$ cat src/rtl/spi_reg_master.sv
// spi_reg_master: SPI mode-0 register-access master.
// Sends one 16-bit frame per command: {wr, addr[6:0], wdata or 0x00}, MSB
// first. Reads return the last 8 bits shifted in on miso.
// Optional build macro SPI_REG_MASTER_STATS_EN adds the xfer_cnt output,
// a saturating count of frames that ran to completion.
`timescale 1ns/1ps
module spi_reg_master #(
   parameter int CLK_DIV = 4,   // clk cycles per SCLK half-period (1..255)
   parameter int CS_GAP  = 2    // clk cycles nCs stays high between frames (1..255)
) (
   input  logic        clk,
   input  logic        rst,
   // Handshake: a command transfers on a rising clk edge where cmd_valid and
   // cmd_ready are both high. cmd_ready never depends on cmd_valid, and the
   // command fields are captured on that edge only.
   input  logic        cmd_valid,
   output logic        cmd_ready,
   input  logic        cmd_wr,
   input  logic [6:0]  cmd_addr,
   input  logic [7:0]  cmd_wdata,
   output logic [7:0]  rd_data,
   output logic        rd_valid,
   output logic        nCs,
   output logic        sclk,
   output logic        mosi,
   input  logic        miso,
`ifdef SPI_REG_MASTER_STATS_EN
   output logic [15:0] xfer_cnt,
`endif
   output logic [2:0]  fsm_state
);

   typedef enum logic [2:0] {
      IDLE     = 3'd0,
      LEAD     = 3'd1,
      SHIFT_LO = 3'd2,
      SHIFT_HI = 3'd3,
      TRAIL    = 3'd4,
      GAP      = 3'd5
   } state_t;

   // Last divider value of a half-period.
   localparam logic [7:0] DIV_LAST = 8'(CLK_DIV - 1);
   // The IDLE cycle in which the next command is accepted is itself an nCs-high
   // cycle, so the GAP state covers CS_GAP-1 cycles and is skipped when CS_GAP=1.
   localparam logic [7:0] GAP_LAST = (CS_GAP > 1) ? 8'(CS_GAP - 2) : 8'd0;

   state_t      state, state_nxt;
   logic [7:0]  div_cnt;
   logic [3:0]  bit_cnt;
   logic [15:0] tx_sr;
   logic [15:0] rx_sr;
   logic        is_rd;
   logic        accept;
   logic        rise;    // edge where sclk goes high: sample miso
   logic        fall;    // edge where sclk goes low between bits: advance mosi
   logic        done;    // last TRAIL cycle: frame completes on this edge

   assign accept    = (state == IDLE) && cmd_ready && cmd_valid;
   assign fsm_state = state;

   // Next-state decode and per-edge strobes.
   always_comb begin
      state_nxt = state;
      rise      = 1'b0;
      fall      = 1'b0;
      done      = 1'b0;
      case (state)
         IDLE: begin
            if (accept) state_nxt = LEAD;
         end
         LEAD: begin
            if (div_cnt == DIV_LAST) begin
               state_nxt = SHIFT_HI;
               rise      = 1'b1;
            end
         end
         SHIFT_LO: begin
            if (div_cnt == DIV_LAST) begin
               state_nxt = SHIFT_HI;
               rise      = 1'b1;
            end
         end
         SHIFT_HI: begin
            if (div_cnt == DIV_LAST) begin
               if (bit_cnt == 4'd0) begin
                  state_nxt = TRAIL;
               end else begin
                  state_nxt = SHIFT_LO;
                  fall      = 1'b1;
               end
            end
         end
         TRAIL: begin
            if (div_cnt == DIV_LAST) begin
               state_nxt = (CS_GAP > 1) ? GAP : IDLE;
               done      = 1'b1;
            end
         end
         GAP: begin
            if (div_cnt == GAP_LAST) state_nxt = IDLE;
         end
         default: state_nxt = IDLE;
      endcase
   end

   // State register and divider: the divider restarts on every state change.
   always_ff @(posedge clk or posedge rst) begin
      if (rst) begin
         state   <= IDLE;
         div_cnt <= 8'd0;
      end else begin
         state <= state_nxt;
         if ((state_nxt != state) || (state == IDLE)) div_cnt <= 8'd0;
         else                                         div_cnt <= div_cnt + 8'd1;
      end
   end

   // Frame datapath: capture the command, shift mosi out and miso in.
   always_ff @(posedge clk or posedge rst) begin
      if (rst) begin
         bit_cnt <= 4'd0;
         tx_sr   <= 16'h0000;
         rx_sr   <= 16'h0000;
         is_rd   <= 1'b0;
         mosi    <= 1'b0;
      end else begin
         if (accept) begin
            bit_cnt <= 4'd15;
            tx_sr   <= {cmd_wr, cmd_addr, (cmd_wr ? cmd_wdata : 8'h00)};
            is_rd   <= ~cmd_wr;
            mosi    <= cmd_wr;
         end else if (fall) begin
            bit_cnt <= bit_cnt - 4'd1;
            tx_sr   <= {tx_sr[14:0], 1'b0};
            mosi    <= tx_sr[14];
         end
         if (rise) rx_sr <= {rx_sr[14:0], miso};
      end
   end

   // Registered SPI pins and handshake, decoded from the next state.
   always_ff @(posedge clk or posedge rst) begin
      if (rst) begin
         nCs       <= 1'b1;
         sclk      <= 1'b0;
         cmd_ready <= 1'b0;
      end else begin
         nCs       <= !((state_nxt == LEAD) || (state_nxt == SHIFT_LO) ||
                        (state_nxt == SHIFT_HI) || (state_nxt == TRAIL));
         sclk      <= (state_nxt == SHIFT_HI);
         cmd_ready <= (state_nxt == IDLE);
      end
   end

   // Read result: published with a one-cycle pulse as nCs rises.
   always_ff @(posedge clk or posedge rst) begin
      if (rst) begin
         rd_data  <= 8'h00;
         rd_valid <= 1'b0;
      end else begin
         rd_valid <= done && is_rd;
         if (done && is_rd) rd_data <= rx_sr[7:0];
      end
   end

`ifdef SPI_REG_MASTER_STATS_EN
   // Completed-frame counter, saturating; aborted frames never reach done.
   always_ff @(posedge clk or posedge rst) begin
      if (rst)                              xfer_cnt <= 16'h0000;
      else if (done && xfer_cnt != 16'hFFFF) xfer_cnt <= xfer_cnt + 16'd1;
   end
`endif

endmodule

$ cat config.mk
export PLATFORM = sky130hd
export DESIGN_NAME = spi_reg_master
export DESIGN_NICKNAME = d
export VERILOG_FILES = /design/src/rtl/spi_reg_master.sv
export SDC_FILE = /design/constraint.sdc
export NUM_CORES = 1
export LEC_CHECK = 0
export ABC_AREA = 1
export BUFFER_PORTS_ARGS = -buffer_cell sky130_fd_sc_hd__buf_2
export CAP_MARGIN = 20
export CELL_PAD_IN_SITES_DETAIL_PLACEMENT = 1
export CELL_PAD_IN_SITES_GLOBAL_PLACEMENT = 1
export CORE_MARGIN = 3
export CORE_UTILIZATION = 42
export DETAILED_ROUTE_END_ITERATION = 7
export PLACE_DENSITY_LB_ADDON = 0.1
export SYNTH_ARGS = -nofsm -noshare
export SYNTH_HDL_FRONTEND = slang
export SYNTH_SLANG_ARGS = --single-unit
$ cat constraint.sdc
create_clock -name clk -period 2.25 [get_ports clk]
set_input_delay 0.225 -clock clk [delete_from_list [all_inputs] [get_ports clk]]
set_output_delay 0.225 -clock clk [all_outputs]
set_load 0.01 [all_outputs]
==> results of run 1 <==
## layer usage
layer / wire [um] / up-vias / global-route usage
met4: 38 / 0 / 0.0579
met5: 0 / - / 0
met2: 2430 / 29 / 0.259
met1: 2530 / 918 / 0.223
met3: 149 / 2 / 0.0357
li1: - / 982 / -
## sequential cells by signal, indices dropped and copies added, names as in the netlist
name       cells
rx_sr          8
rd_data        8
nCs            1
cmd_ready      1
tx_sr         15
rd_valid       1
sclk           1
mosi           1
bit_cnt        4
div_cnt        8
fsm_state      3
is_rd          1
## cells in the mapped netlist (all sizes together) (2+ instances only)
master,instances,share of area
xor2,4,0.014
a21oi,4,0.0080
nor3,3,0.0080
inv,36,0.054
nand2,71,0.11
nand3,11,0.024
dfrtp,51,0.51
nand4,3,0.0075
clkbuf,4,0.0060
xnor2,2,0.0070
ha,3,0.015
o21a,5,0.015
buf,4,0.014
nor2,46,0.077
o21ai,30,0.069
mux2,7,0.032
## path summary, 6_finish.rpt
kind,endpoint,slack [ns]
max in group asynchronous,div_cnt[7],1.18
min in group asynchronous,tx_sr[14],0.52
max,mosi,0.34
min reg2reg,div_cnt[0],0.47
min,tx_sr[13],0.13
max reg2reg,mosi,0.34
## metrics by stage
stage	instances	hold WS [ns]	setup slack, ns
finish	402	0.127	0.339
global route	402	0.145	0.150
CTS	402	0.114	0.315
detailed placement	393	0.343	0.351
global placement	393	0.325	0.438
floorplan	289	0.342	0.550
## cells by family (layout without fill, tap and decap cells)
group	count (synthesis)	count (layout)	synth area share
buffers and inverters	45	86	0.0779
muxes	7	7	0.0317
AOI/OAI and AO/OA	41	41	0.0980
DFF	52	52	0.523
xor gates and xnor gates	6	6	0.0211
and+or+nand+nor	135	135	0.233
adders and majority gates	3	3	0.0151
## worst register-to-register path: cells and delay by family (launching register included)
family                     cells  cell delay [ns]
and+or+nand+nor                5             0.87
buffers and inverters          3             0.40
DFF                            1             0.37
adders and majority gates      1             0.16
## power groups by stage
stage | Sequential [W] | Combinational (W) | Clock (W)
2_1_floorplan | 0.000961 | 0.0000240 | 0
3_3_place_gp | 0.000962 | 0.0000513 | 0
3_5_place_dp | 0.000962 | 0.0000536 | 0
4_1_cts | 0.000944 | 0.0000551 | 0.000593
5_1_grt | 0.000945 | 0.0000611 | 0.000638
6_report | 0.000944 | 0.0000519 | 0.000559
## what timing repair did
action / CTS / global route
resized for setup: 0 / 0
hold buffers: 1 / 0
hold endpoints to repair: 24 / 0
setup endpoints to repair: 0 / 0
## layout make-up
cell class | count | share of cell area
flip-flops and latches | 52 | 0.455
multi-input cells | 192 | 0.347
clock buffers | 5 | 0.0241
well taps | 72 | 0.0315
inverters | 37 | 0.0503
repair buffers | 41 | 0.0822
clock inverters | 3 | 0.00962
==> results.py, run 1 <==
metrics = {
    "status": {
        "status": "complete, no violations",
    },
    "die": {
        "io_pins": 36,
        "core_area_sq_um": 5610,
        "die_w_um": 83.0,
        "dieArea_sq_um": 6880,
        "initial_core_util": 0.444,
        "row_count": 27,
        "die_h_um": 83.0,
    },
    "finish": {
        "multiInputGateArea_sq_um": 992,
        "n_antenna_cell": 0,
        "fillerInstances": 711,
        "final_area_sq_um": 2860,
        "final-seq-area_sq_um": 1300,
        "drive_above_1_share": 0.221,
        "fin_util": 0.510,
        "final_common_cell": "nand2_1",
        "syn2layout_area_growth_pct": 14.9,
        "layout_common_cells": "nand2_1, dfrtp_1, nor2_1",
        "finalNetCount": 352,
    },
    "timing": {
        "hold_violations": 0,
        "finalSetupViolations": 0,
        "rsz0062_at_grt": "no",
        "fmax_ghz": 0.523,
        "finalMaxSlewViolations": 0,
        "relSlewSlack": 0.605,
        "period_needed_ns": 1.91,
        "finalCritPeriodShare": 0.849,
        "fin_skew_ns": 0.00772,
        "tns_ns": 0,
        "worst_pin_slew_ns": 0.591,
    },
    "placement": {
        "placedInstanceArea_sq_um": 2750,
        "dp.final_hpwl_mm": 3.87,
        "port_buffers": 35,
        "finalWeightedCongestion": 0.801,
    },
    "power": {
        "clkPwrFrac": 0.360,
        "intPower_w": 0.00119,
        "p_sw_w": 0.000365,
        "total_power_w": 0.00155,
        "p_leak_nw": 1.48,
        "p_seq_frac": 0.607,
        "vdd_ir_drop_max_uv": 256,
        "pwr-share-comb": 0.033,
        "power_switching_share": 0.235,
        "power_density_nw_per_um2": 544,
    },
    "critical_path": {
        "worstReg2RegStart": "bit_cnt[0]",
        "critPathArrivalTime_ns": 2.11,
        "reg2reg_depth": 9,
        "start_kind": "flop",
        "crit_slowest_cell": "dfrtp_1",
        "critPathRequiredTime_ns": 2.45,
        "endpoint_kind": "flop",
        "critical_path.cell_chain": "inv_1, ha_1, inv_1, nor3_2, nor3b_4, nor2_4, clkinv_4, nand2_1, nand2_1",
        "crit_start": "bit_cnt[0]",
        "crit_family": "simple AND/OR/NAND/NOR gates",
        "slowest_delay_ns": 0.37,
        "crit_cells": 9,
        "path_buf_inv": 3,
        "worstPathMaxFanout": 24,
        "setup.worst_path.class": "reg2reg",
    },
    "worst_hold_path": {
        "holdCritStartpoint": "cmd_addr[5]",
        "min_path_cells": 3,
        "hold_class": "in2reg",
    },
    "yosys": {
        "ys_seq_elements": 52,
        "async_reset_ff_frac": 1.00,
        "synth_flop_cell": "dfrtp_1",
        "syn-cell-area_sq_um": 2490,
        "synth-seq-area-share": 0.523,
        "yosysUniqueCellTypes": 31,
        "syn_inst": 289,
        "ys.warnings.count": 0,
        "synth_fp_nets": 312,
        "syn_area_per_cell_sq_um": 8.61,
        "synth_edf_count": 0,
    },
    "clock_tree": {
        "cts_buffers": 5,
        "cts_sinks": 52,
        "cts_setup_buffers": 0,
        "cts_buffer_depth": 2,
        "path_clk_slew_ns": 0.10,
        "h-tree-depth": 2,
        "clock_latency_ns": 0.31,
        "cts_tree": "built",
        "root_buffer": "clkbuf_8",
    },
    "global_route": {
        "grt_usage": 0.164,
        "overflow": 0,
        "grt_start_max_net_pins": 28,
        "grt_pass1_wl_mm": 9.18,
        "grt_pass1_vias": 2002,
        "antenna_found_initial": 0,
    },
    "detailed_routing": {
        "drc": 0,
        "drtPass1Iterations": 4,
        "vias": 1931,
        "wire_per_inst_um": 12.8,
        "wirelength_mm": 5.14,
        "ant_nets": 0,
        "avgViaCountPerCell": 4.80,
        "drt_iter0_markers": 90,
    },
    "flow_run": {
        "cap_viol_max_count": 0,
    },
}
(Power assumes the default switching activity.)
==> inputs of run 2 (changes only) <==
==> constraint.sdc (replaced) <==
create_clock -name clk -period 1.8 [get_ports clk]
set_input_delay 0.18 -clock clk [delete_from_list [all_inputs] [get_ports clk]]
set_output_delay 0.18 -clock clk [all_outputs]
set_load 0.01 [all_outputs]
==> run 2 against run 1 <==
  * Setup slack lost 0.26 ns
  * Largest power group unchanged
  * First-iteration DRC count decreased by 5.6%
  * Worst hold slack worse by 0.053 ns
  * Total power increased by 32%
  * Critical path depth decreased by 2
  * Sequential power is 25% higher
  * Global-route usage increased by 0.49 points
  * Highest routed layer unchanged
  * Critical path type unchanged
  * Combinational power is 25% higher
  * Non-clock buffer count is 10 higher
  * Clock-buffer cell count stayed put
==> results.py, run 2 (synthesized netlist as in run 1, its figures left out) <==
metrics = {
    "clock_tree": {
        "h-tree-depth": 2,
        "clock_latency_ns": 0.30,
        "cts_sinks": 52,
        "path_clk_slew_ns": 0.10,
        "cts_buffers": 5,
        "root_buffer": "clkbuf_8",
        "cts_tree": "built",
        "cts_buffer_depth": 2,
    },
    "timing": {
        "rsz0062_at_grt": "yes",
        "tns_ns": 0,
        "period_needed_ns": 1.72,
        "fin_ws_ns": 0.0810,
        "fin_skew_ns": 0.00481,
        "finalCritPeriodShare": 0.955,
        "relSlewSlack": 0.806,
        "finalMaxSlewViolations": 0,
        "worst_pin_slew_ns": 0.289,
        "hold_violations": 0,
        "finalSetupViolations": 0,
        "fmax_ghz": 0.582,
    },
    "worst_hold_path": {
        "min_path_cells": 3,
        "hold_class": "in2reg",
    },
    "detailed_routing": {
        "wirelength_mm": 5.66,
        "drtPass1Iterations": 4,
        "wire_per_inst_um": 13.7,
        "drc": 0,
        "vias": 2005,
        "drt_iter0_markers": 85,
        "avgViaCountPerCell": 4.85,
        "ant_nets": 0,
    },
    "finish": {
        "layout_common_cells": "nand2_1, dfrtp_1, nor2_1, buf_2, inv_1",
        "syn2layout_area_growth_pct": 21.5,
        "multiInputGateArea_sq_um": 1050,
        "final-seq-area_sq_um": 1300,
        "drive_above_1_share": 0.287,
        "fillerInstances": 683,
        "final_common_cell": "nand2_1",
        "n_antenna_cell": 0,
        "finalNetCount": 363,
        "largest_reg_flops": 15,
        "top_register": "tx_sr",
    },
    "global_route": {
        "grt_usage": 0.169,
        "overflow": 0,
        "grt_pass1_vias": 2039,
        "grt_pass1_wl_mm": 9.66,
        "antenna_found_initial": 0,
        "grt_start_max_net_pins": 53,
    },
    "critical_path": {
        "critical_path.cell_chain": "nor2_1, nand2_2, nor2_4, nand2_1, nor2_1, buf_6, mux2_2",
        "critPathArrivalTime_ns": 1.92,
        "setup.worst_path.class": "reg2reg",
        "endpoint_kind": "flop",
        "crit_family": "simple AND/OR/NAND/NOR gates",
        "crit_slowest_cell": "dfrtp_1",
        "start_kind": "flop",
        "worstPathMaxFanout": 12,
        "slowest_delay_ns": 0.43,
        "cpMostUsedCell": "nor2_1",
        "reg2reg_depth": 7,
        "critPathRequiredTime_ns": 2.00,
        "crit_cells": 7,
        "path_buf_inv": 1,
    },
    "die": {
        "row_count": 27,
        "core_area_sq_um": 5610,
        "io_pins": 36,
        "dieArea_sq_um": 6880,
        "initial_core_util": 0.444,
        "die_w_um": 83.0,
        "die_h_um": 83.0,
    },
    "placement": {
        "dp.final_hpwl_mm": 3.78,
        "port_buffers": 35,
        "finalWeightedCongestion": 0.825,
        "dp_worst_setup_slack_ns": 0.0518,
    },
    "status": {
        "status": "complete, no violations",
    },
    "power": {
        "power_density_nw_per_um2": 680,
        "p_leak_nw": 1.55,
        "vdd_ir_drop_max_uv": 381,
    },
    "flow_run": {
        "cap_viol_max_count": 0,
    },
}
## run 2: cell count changes in the layout (fill, tap and decap cells not counted), moves of 3 or more
cell	change
buf_4	+8
nor2_1	-7
nor2_2	+8
inv_1	-3
inv_2	+3
## run 2: metrics by stage
step / cell area [sq um] / instances / hold slack (ns) / total power, W / utilization
after global routing: 3020 / 413 / 0.0867 / 0.00214 / 0.539
after floorplan: 2490 / 289 / 0.297 / 0.00123 / -
after detailed placement: 2800 / 398 / 0.260 / 0.00127 / 0.500
after global placement: 2800 / 398 / 0.253 / 0.00127 / 0.500
after CTS: 2930 / 407 / 0.0707 / 0.00208 / 0.522
final: 3020 / 413 / 0.0738 / 0.00206 / 0.539
## run 2: path summary, 6_finish.rpt
| kind | start | to | slack, ns |
|---|---|---|---|
| max reg2reg | div_cnt[6] | rd_data[6] | 0.08 |
| min reg2reg | div_cnt[0] | div_cnt[0] | 0.47 |
| min | cmd_addr[5] | tx_sr[13] | 0.07 |
| max in group asynchronous | rst | nCs | 1.05 |
| max | div_cnt[6] | rd_data[6] | 0.08 |
| min in group asynchronous | rst | rd_data[5] | 0.45 |
## run 2: what timing repair did
action,in CTS,in global routing
gates resized for setup,0,19
setup endpoints to repair,0,32
setup buffers,0,5
hold endpoints to repair,51,0
hold buffers,1,0
## run 2: cell type report
cell class,count,area share
Sequential cell,52,0.431
Multi-Input combinational cell,193,0.347
Timing Repair Buffer,51,0.108
Inverter,37,0.0476
Tap cell,72,0.0298
Clock buffer,5,0.0228
Clock inverter,3,0.0141
## run 2: where the power goes
| part | switching [W] | internal (W) | leakage (nW) |
|---|---|---|---|
| registers | 0.00000444 | 0.00118 | 0.650 |
| logic | 0.0000389 | 0.0000259 | 0.846 |
| clock network | 0.000399 | 0.000412 | 0.0541 |
## run 2: per-layer routing
layer	vias up	track usage	part of all wire
li1	1003	-	-
met1	970	0.232	0.47
met2	26	0.270	0.49
met3	6	0.0327	0.026
met4	0	0.0535	0.013
met5	-	0	0
## run 2: worst register-to-register path: stages, from the launching register on
cell     delay, ns
dfrtp_1       0.43
nor2_1        0.14
nand2_2       0.11
nor2_4        0.17
nand2_1       0.10
nor2_1        0.15
buf_6         0.18
mux2_2        0.34
==> inputs of run 3 (changes only) <==
--- a/config.mk
+++ b/config.mk
@@ -11,7 +11,7 @@
 export CELL_PAD_IN_SITES_DETAIL_PLACEMENT = 1
 export CELL_PAD_IN_SITES_GLOBAL_PLACEMENT = 1
 export CORE_MARGIN = 3
-export CORE_UTILIZATION = 42
+export CORE_UTILIZATION = 46
 export DETAILED_ROUTE_END_ITERATION = 7
 export PLACE_DENSITY_LB_ADDON = 0.1
 export SYNTH_ARGS = -nofsm -noshare
==> constraint.sdc (replaced) <==
create_clock -name clk -period 2.1 [get_ports clk]
set_input_delay 0.21 -clock clk [delete_from_list [all_inputs] [get_ports clk]]
set_output_delay 0.21 -clock clk [all_outputs]
set_load 0.01 [all_outputs]
==> run 3 against run 2 <==
  * Combinational power down 15%
  * Total power shrank 22%
  * Setup slack improved by 0.085 ns
  * Wire length shrank 11%
  * Maximum frequency fell by 11%
  * Utilization rose by 0.89 points
  * Final area down 6.2%
  * Register-to-register slack better by 0.09 ns
  * Critical endpoint is now tx_sr[3]
==> results.py, run 3 (synthesized netlist as in run 1, its figures left out) <==
metrics = {
    "clock_tree": {
        "cts_tree": "built",
        "cts_resized": 0,
        "cts_buffer_depth": 2,
        "cts_buffers": 5,
        "h-tree-depth": 2,
        "clock_latency_ns": 0.31,
        "cts_sinks": 52,
        "path_clk_slew_ns": 0.09,
        "root_buffer": "clkbuf_8",
    },
    "status": {
        "status": "complete, no violations",
    },
    "power": {
        "total_power_w": 0.00161,
        "p_leak_nw": 1.47,
        "power_density_nw_per_um2": 568,
        "vdd_ir_drop_max_uv": 346,
    },
    "critical_path": {
        "endpoint_kind": "flop",
        "slowest_delay_ns": 0.37,
        "setup.worst_path.class": "reg2reg",
        "reg2reg_depth": 9,
        "worstPathMaxFanout": 24,
        "critPathArrivalTime_ns": 2.13,
        "crit_cells": 9,
        "worst_r2r_endpoint": "tx_sr[3]",
        "crit_start": "bit_cnt[0]",
        "critPathRequiredTime_ns": 2.30,
        "reg2reg_slack_ns": 0.17,
        "cpMostUsedCell": "inv_1",
        "worstReg2RegStart": "bit_cnt[0]",
        "critical_path.cell_chain": "inv_1, ha_1, inv_1, nor3_2, nor3b_4, nor2_4, clkinv_4, o21ai_0, o21ai_1",
        "crit_slowest_cell": "dfrtp_1",
        "crit_family": "simple AND/OR/NAND/NOR gates",
        "start_kind": "flop",
        "path_buf_inv": 3,
    },
    "placement": {
        "dp.final_hpwl_mm": 3.76,
        "dp_worst_setup_slack_ns": 0.170,
        "place_inst": 390,
        "finalWeightedCongestion": 0.830,
        "port_buffers": 35,
    },
    "worst_hold_path": {
        "hold_class": "in2reg",
        "holdCritStartpoint": "cmd_addr[5]",
        "hold_end": "tx_sr[13]",
        "min_path_cells": 3,
    },
    "detailed_routing": {
        "drtPass1Iterations": 4,
        "wire_per_inst_um": 12.6,
        "wirelength_mm": 5.04,
        "drc": 0,
        "vias": 1948,
        "drt_iter0_markers": 65,
        "avgViaCountPerCell": 4.88,
        "ant_nets": 0,
    },
    "global_route": {
        "grt_start_max_net_pins": 32,
        "antenna_found_initial": 0,
        "grt_pass1_vias": 2081,
        "grt_pass1_wl_mm": 9.27,
        "grt_usage": 0.186,
        "overflow": 0,
    },
    "timing": {
        "relSlewSlack": 0.671,
        "finalSetupViolations": 0,
        "hold_violations": 0,
        "period_needed_ns": 1.93,
        "fmax_ghz": 0.517,
        "finalMaxSlewViolations": 0,
        "worst_pin_slew_ns": 0.493,
        "finalCritPeriodShare": 0.921,
        "rsz0062_at_grt": "no",
        "fin_skew_ns": 0.00833,
        "fin_ws_ns": 0.166,
        "tns_ns": 0,
    },
    "flow_run": {
        "cap_viol_max_count": 0,
    },
    "die": {
        "core_area_sq_um": 5170,
        "io_pins": 36,
        "die_w_um": 79.6,
        "initial_core_util": 0.481,
        "row_count": 26,
        "dieArea_sq_um": 6330,
        "die_h_um": 79.6,
    },
    "finish": {
        "largest_reg_flops": 15,
        "layout_common_cells": "nand2_1, dfrtp_1, nor2_1",
        "drive_above_1_share": 0.213,
        "top_register": "tx_sr",
        "syn2layout_area_growth_pct": 13.9,
        "finalNetCount": 351,
        "layout.cells.non_filler": 399,
        "final_common_cell": "nand2_1",
        "n_antenna_cell": 0,
    },
}
[run 3: worst max path at each step]
| stage | to | slack [ns] |
|---|---|---|
| 5_1_grt | tx_sr[6] | 0.003 |
| 6_report | tx_sr[3] | 0.17 |
| 3_3_place_gp | tx_sr[3] | 0.30 |
| 4_1_cts | tx_sr[3] | 0.15 |
| 2_1_floorplan | rd_data[1] | 0.40 |
| 3_5_place_dp | tx_sr[4] | 0.17 |
[run 3: worst register-to-register path, cell delays in order, from the launching register on]
cell	delay (ns)
dfrtp_1	0.37
inv_1	0.12
ha_1	0.17
inv_1	0.06
nor3_2	0.28
nor3b_4	0.12
nor2_4	0.24
clkinv_4	0.24
o21ai_0	0.15
o21ai_1	0.08
[run 3: power breakdown]
group	total, W	internal (W)	leakage, nW	switching, W
sequential	0.00101	0.00101	0.651	0.00000349
clock	0.000546	0.000235	0.0422	0.000311
combinational	0.0000549	0.0000220	0.778	0.0000330
[run 3: what timing repair did]
action                    in CTS  in global routing
hold buffers                   1                  0
buffers inserted               0                  0
hold endpoints to repair      21                  0
[run 3: stage by stage]
stage	hold slack, ns	utilization	cell area, sq um
2_1_floorplan	0.327	-	2490
3_3_place_gp	0.261	0.530	2740
3_5_place_dp	0.269	0.530	2740
4_1_cts	0.0971	0.548	2840
5_1_grt	0.125	0.548	2840
6_report	0.107	0.548	2840
[run 3: area by class of cell]
cell class | count | area (sq um)
fillers | 643 | 2340
flip-flops and latches | 52 | 1300
multi-input cells | 192 | 992
repair buffers | 40 | 228
inverters | 37 | 144
well taps | 70 | 87.6
clock buffers | 7 | 76.3
clock inverters | 1 | 5.00
[run 3: layer usage]
layer	GRT usage	wire length, um	part of all wire	vias up
met4	0.0704	73	0.014	0
met3	0.0372	172	0.034	6
met5	0	0	0	-
met1	0.230	2270	0.45	929
li1	-	-	-	990
met2	0.319	2530	0.50	23
